### config.mk
export PLATFORM = sky130hd
export DESIGN_NAME = fpu_job_issuer
export DESIGN_NICKNAME = d
export VERILOG_FILES = /design/src/rtl/fpu_job_issuer.sv
export SDC_FILE = /design/constraint.sdc
export NUM_CORES = 1
export LEC_CHECK = 0
export ABC_AREA = 1
export BUFFER_PORTS_ARGS = -buffer_cell sky130_fd_sc_hd__buf_2
export CORE_ASPECT_RATIO = 1.5
export CORE_UTILIZATION = 35
export DETAILED_ROUTE_END_ITERATION = 8
export HOLD_SLACK_MARGIN = 0.03
export PLACE_DENSITY = 0.67
export SLEW_MARGIN = 10
export SYNTH_ARGS = -nofsm -noshare
export SYNTH_HDL_FRONTEND = slang
export SYNTH_SLANG_ARGS = --single-unit
### constraint.sdc
create_clock -name clk -period 1.5 [get_ports clk]
set_clock_uncertainty 0.05 [all_clocks]
set_input_delay 0.075 -clock clk [delete_from_list [all_inputs] [get_ports clk]]
set_output_delay 0.075 -clock clk [all_outputs]
set_load 0.02 [all_outputs]
### src/rtl/fpu_job_issuer.sv
// Initiator side of the FPU en/fi handshake: latches an operand set, pulses fpu_en,
// waits for fpu_fi (or a watchdog abort) and offers the captured result downstream.
module fpu_job_issuer #(
  parameter int DW      = 32,
  parameter int TIMEOUT = 64,
  parameter int TO_W    = 7,
  parameter int CNT_W   = 16
) (
  input  logic             clk,
  input  logic             rst,
  input  logic             job_vld,
  output logic             job_rdy,
  input  logic [DW-1:0]    job_a,
  input  logic [DW-1:0]    job_b,
  input  logic [DW-1:0]    job_c,
  input  logic [DW-1:0]    job_d,
  output logic             fpu_en,
  input  logic             fpu_fi,
  output logic [DW-1:0]    fpu_a,
  output logic [DW-1:0]    fpu_b,
  output logic [DW-1:0]    fpu_c,
  output logic [DW-1:0]    fpu_d,
  input  logic [DW-1:0]    fpu_g,
  output logic             res_vld,
  input  logic             res_rdy,
  output logic [DW-1:0]    res_g,
  output logic             res_err,
  output logic             busy,
  output logic [CNT_W-1:0] job_cnt,
  output logic [1:0]       state_dbg
);

  // Both ports use valid/ready: a transfer happens on a rising edge where valid and
  // ready are both high; valid-side data is held stable until that edge.
  typedef enum logic [1:0] {
    IDLE  = 2'd0,
    ISSUE = 2'd1,
    WAIT  = 2'd2,
    RESP  = 2'd3
  } state_t;

  state_t          state;
  state_t          state_nxt;
  logic [TO_W-1:0] wd;
  logic            wd_expired;

  assign wd_expired = (wd == TO_W'(TIMEOUT - 1));

  always_ff @(posedge clk) begin
    if (rst) state <= IDLE;
    else     state <= state_nxt;
  end

  always_comb begin
    state_nxt = state;
    case (state)
      IDLE:    if (job_vld) state_nxt = ISSUE;
      ISSUE:   state_nxt = WAIT;
      WAIT:    if (fpu_fi || wd_expired) state_nxt = RESP;
      RESP:    if (res_rdy) state_nxt = IDLE;
      default: state_nxt = IDLE;
    endcase
  end

  always_comb begin
    job_rdy   = (state == IDLE);
    fpu_en    = (state == ISSUE);
    res_vld   = (state == RESP);
    busy      = (state != IDLE);
    state_dbg = state;
  end

  // fi takes priority over the watchdog when both land in the same WAIT cycle.
  always_ff @(posedge clk) begin
    if (rst) begin
      fpu_a   <= '0;
      fpu_b   <= '0;
      fpu_c   <= '0;
      fpu_d   <= '0;
      res_g   <= '0;
      res_err <= 1'b0;
      wd      <= '0;
      job_cnt <= '0;
    end else begin
      case (state)
        IDLE: begin
          if (job_vld) begin
            fpu_a <= job_a;
            fpu_b <= job_b;
            fpu_c <= job_c;
            fpu_d <= job_d;
          end
        end
        ISSUE: wd <= '0;
        WAIT: begin
          wd <= wd + 1'b1;
          if (fpu_fi) begin
            res_g   <= fpu_g;
            res_err <= 1'b0;
          end else if (wd_expired) begin
            res_g   <= '0;
            res_err <= 1'b1;
          end
        end
        RESP: if (res_rdy) job_cnt <= job_cnt + 1'b1;
        default: ;
      endcase
    end
  end

endmodule
==> flow_summary_export.csv <==
group,metric,value,unit
final_layout,layout_common_cells,"buf_2 (344), nor2_1 (286), dfxtp_1 (182)",
sta,setup-tns-final,0,ps
drt,vias,7806,
final_layout,final_common_cell,"buf_2",
die,core-area,0.0191,mm²
global_route,grt_pass1_vias,7410,
sta,tightestPinTransition,419,ps
clock_network,ctsLongestPathBuffers,2,
setup_path,worst_ep_required_time,1770,ps
clock_network,cts.sinks,186,
setup_path,reg2reg_to,"fpu_c[8]$_SDFFE_PP0P_",
synthesis,synth_compound_area_share,13.5,%
setup_path,worstSetupStartpointType,"flop",
clock_network,numCtsBuffers,17,
setup_path,crit_family,"buffers and inverters",
sta,rsz0062_at_grt,"true",
placed_design,dp_hpwl,13900,µm
die,ios,348,
setup_path,cp.buffers_inverters,3,
setup_path,ff2ff_setup_slack,40,ps
drt,ant_nets,0,
synthesis,synth_nets,1063,
global_route,grt_usage,22.3,%
die,num_rows,62,
placed_design,gp_congestion,0.842,
power,power_density,1590,mW/mm²
worst_hold_path,hold_class,"input pin to flop",
synthesis,netlist_instances,891,
synthesis,synth_fa_ha_area_share,1.29,%
final_layout,finish.utilization,59.6,%
synthesis,ys_seq_area_share,54.6,%
sta,relSlewSlack,72.1,%
setup_path,cp_slowest_cell,"dfxtp_4",
setup_path,endpoint,"fpu_c[8]$_SDFFE_PP0P_",
sta,fmax,685,MHz
synthesis,ys_warn_count,0,
job,max-cap-violations,0,
final_layout,synthToLayoutAreaGrowth,67.0,%
synthesis,synth_xor_area_share,0.257,%
placed_design,preCtsSetupSlack,9.60,ps
synthesis,syn_area_per_cell,7.65,µm²
drt,drt-total-wl,23600,µm
power,ir_drop,0.897,mV
setup_path,reg2reg_from,"state_dbg[0]$_SDFFE_PP0P_",
clock_network,clock_latency,430,ps
setup_path,crit_chain,"inv_4, ha_4, nand2_8, buf_12, buf_4, o21ai_1, nor2_1",
setup_path,path_depth,7,
synthesis,synth_top_family_by_area,"simple AND/OR/NAND/NOR gates",
setup_path,critPathCaptureType,"flop",
drt,dr.pass1.iters,5,
synthesis,syn-cell-area,0.00682,mm²
sta,finalSetupViolCount,0,
sta,fin_crit_sh,97.4,%
setup_path,cp_max_fo,16,
final_layout,fin_nets,1569,
sta,hold_violations,0,
drt,drc,0,
global_route,grt_first_pass_wirelength,35100,µm
drt,avgViaCountPerCell,4.68,
setup_path,cp.arrival,1730,ps
sta,slew_violations,0,
synthesis,synthMuxAreaShare,0,%
die,die_w,116,µm
die,start_util,35.7,%
die,dieArea,0.0200,mm²
clock_network,cts_tree,"done",
clock_network,clk_pin_slew,70,ps
final_layout,fillers,1595,
power,p_leak,5.37,nW
global_route,grt_overflow,0,
clock_network,cts_root_buffer,"clkbuf_16",
drt,drt_iter0_drc,498,
outcome,status,"completed",
setup_path,r2r_cells,7,
synthesis,ys_seq_elements,186,
global_route,antenna_found_initial,1,
sta,period_needed,1460,ps
setup_path,crit_path_max_incr_delay,370,ps
global_route,grt_max_degree,82,
final_layout,drive_gt1_share,30.7,%
drt,wl_per_cell,14.1,µm
synthesis,yosysUniqueCellTypes,28,
sta,fin_ws,39.5,ps
clock_network,htree_levels,4,
setup_path,setup.worst_path.start,"state_dbg[0]$_SDFFE_PP0P_",
synthesis,yosys.area_share.simple,24.9,%
setup_path,path_class,"flop to flop",
die,die_y,173,µm
placed_design,io_buffer_count,347,
per-stage QoR:
stage | hold WS [ps] | cell area [µm²] | cells | total power, mW
after floorplan | 172 | 6840 | 891 | 10.4
after global placement | 266 | 8970 | 1468 | 12.6
after detailed placement | 273 | 8970 | 1468 | 12.7
after CTS | 51.2 | 11200 | 1662 | 17.7
after global routing | 127 | 11400 | 1667 | 19.1
final | 113 | 11400 | 1667 | 18.1
logic make-up (layout without fill, tap and decap cells):
family | after synthesis | count (layout)
buf+inv | 83 | 602
fa+ha+maj | 7 | 7
xor+xnor | 2 | 2
other cells | 0 | 1
flops | 186 | 186
simple gates | 431 | 431
compound gates | 182 | 182
report_power, final:
| part | internal, mW | total, mW | leakage, nW | switching (mW) |
|---|---|---|---|---|
| registers | 6.05 | 6.61 | 1.53 | 0.567 |
| logic | 2.67 | 6.85 | 3.55 | 4.18 |
| clock network | 2.71 | 4.60 | 0.293 | 1.89 |
| total | 11.4 | 18.1 | 5.37 | 6.64 |
layout make-up:
| cell class | instances | area (µm²) | share of cell area (%) |
|---|---|---|---|
| timing repair buffer | 540 | 3790 | 33.3 |
| sequential | 186 | 3740 | 32.8 |
| multi-input combinational | 622 | 2810 | 24.7 |
| clock buffer | 21 | 460 | 4.05 |
| tap | 256 | 320 | 2.81 |
| clock inverter | 11 | 143 | 1.25 |
| inverter | 30 | 124 | 1.09 |
| antenna | 1 | 2.50 | 0.0220 |
registers in the layout (all words and copies together), names as in the netlist:
signal	flops
fpu_a	32
fpu_b	32
fpu_c	32
fpu_d	32
res_g	32
job_cnt	16
wd	7
state_dbg	2
res_err	1
cell usage after synthesis:
cell type  number  area share (%)
nor2_1        287              16
dfxtp_1       186              55
o21ai_0       131             9.6
nand2_1       114             6.3
a21oi_1        45             3.3
inv_1          29             1.6
clkbuf_1       28             1.5
buf_2          18             1.3
nand3_1         9            0.66
ha_1            7             1.3
nand4_1         6            0.55
nor3_1          5            0.37
buf_6           4            0.66
o21ai_1         3            0.22
clkbuf_2        2            0.15
nor2_2          2            0.18
nor2_4          2            0.33
nor3b_1         2            0.22
xor2_1          2            0.26
buf_4           1            0.11
inv_2           1           0.055
nand2_2         1           0.092
nand2_4         1            0.17
nand3_2         1            0.15
o211a_1         1            0.15
o21bai_1        1            0.11
o22ai_1         1           0.092
or2_2           1           0.092
repair_timing:
action | CTS | global route
buffers inserted | 0 | 1
hold buffers | 162 | 0
gates resized for setup | 6 | 31
gates cloned | 0 | 3
endpoints found under the hold margin | 163 | 0
pin swaps | 1 | 4
setup endpoints to repair | 10 | 120
tightest hold or removal path: stages:
cell	delay, ps
buf_2	150
o22ai_1	80
inv_1	110
nand2_1	60
nand2_1	50
nor2_1	30
routing by layer:
metal	GRT usage [%]	wire [µm]	vias to the layer above
met4	16.1	1510	0
met1	22.9	8980	3518
li1	-	-	3852
met5	0	0	-
met2	37.9	11500	330
met3	6.27	1560	106
how the worst min path moves through the flow:
stage | start | end | slack [ps] | cells past startpoint
after floorplan | fpu_g[0] | res_g[0]$_SDFFE_PP0P_ | 170 | 2
after CTS | job_vld | state_dbg[0]$_SDFFE_PP0P_ | 50 | 6
after detailed placement | job_b[28] | fpu_b[28]$_SDFFE_PP0P_ | 270 | 3
final | job_vld | state_dbg[0]$_SDFFE_PP0P_ | 110 | 6
after global routing | rst | job_cnt[7]$_SDFFE_PP0P_ | 130 | 3
after global placement | job_b[28] | fpu_b[28]$_SDFFE_PP0P_ | 270 | 3
No activity file was read; power rests on OpenSTA's default activity.
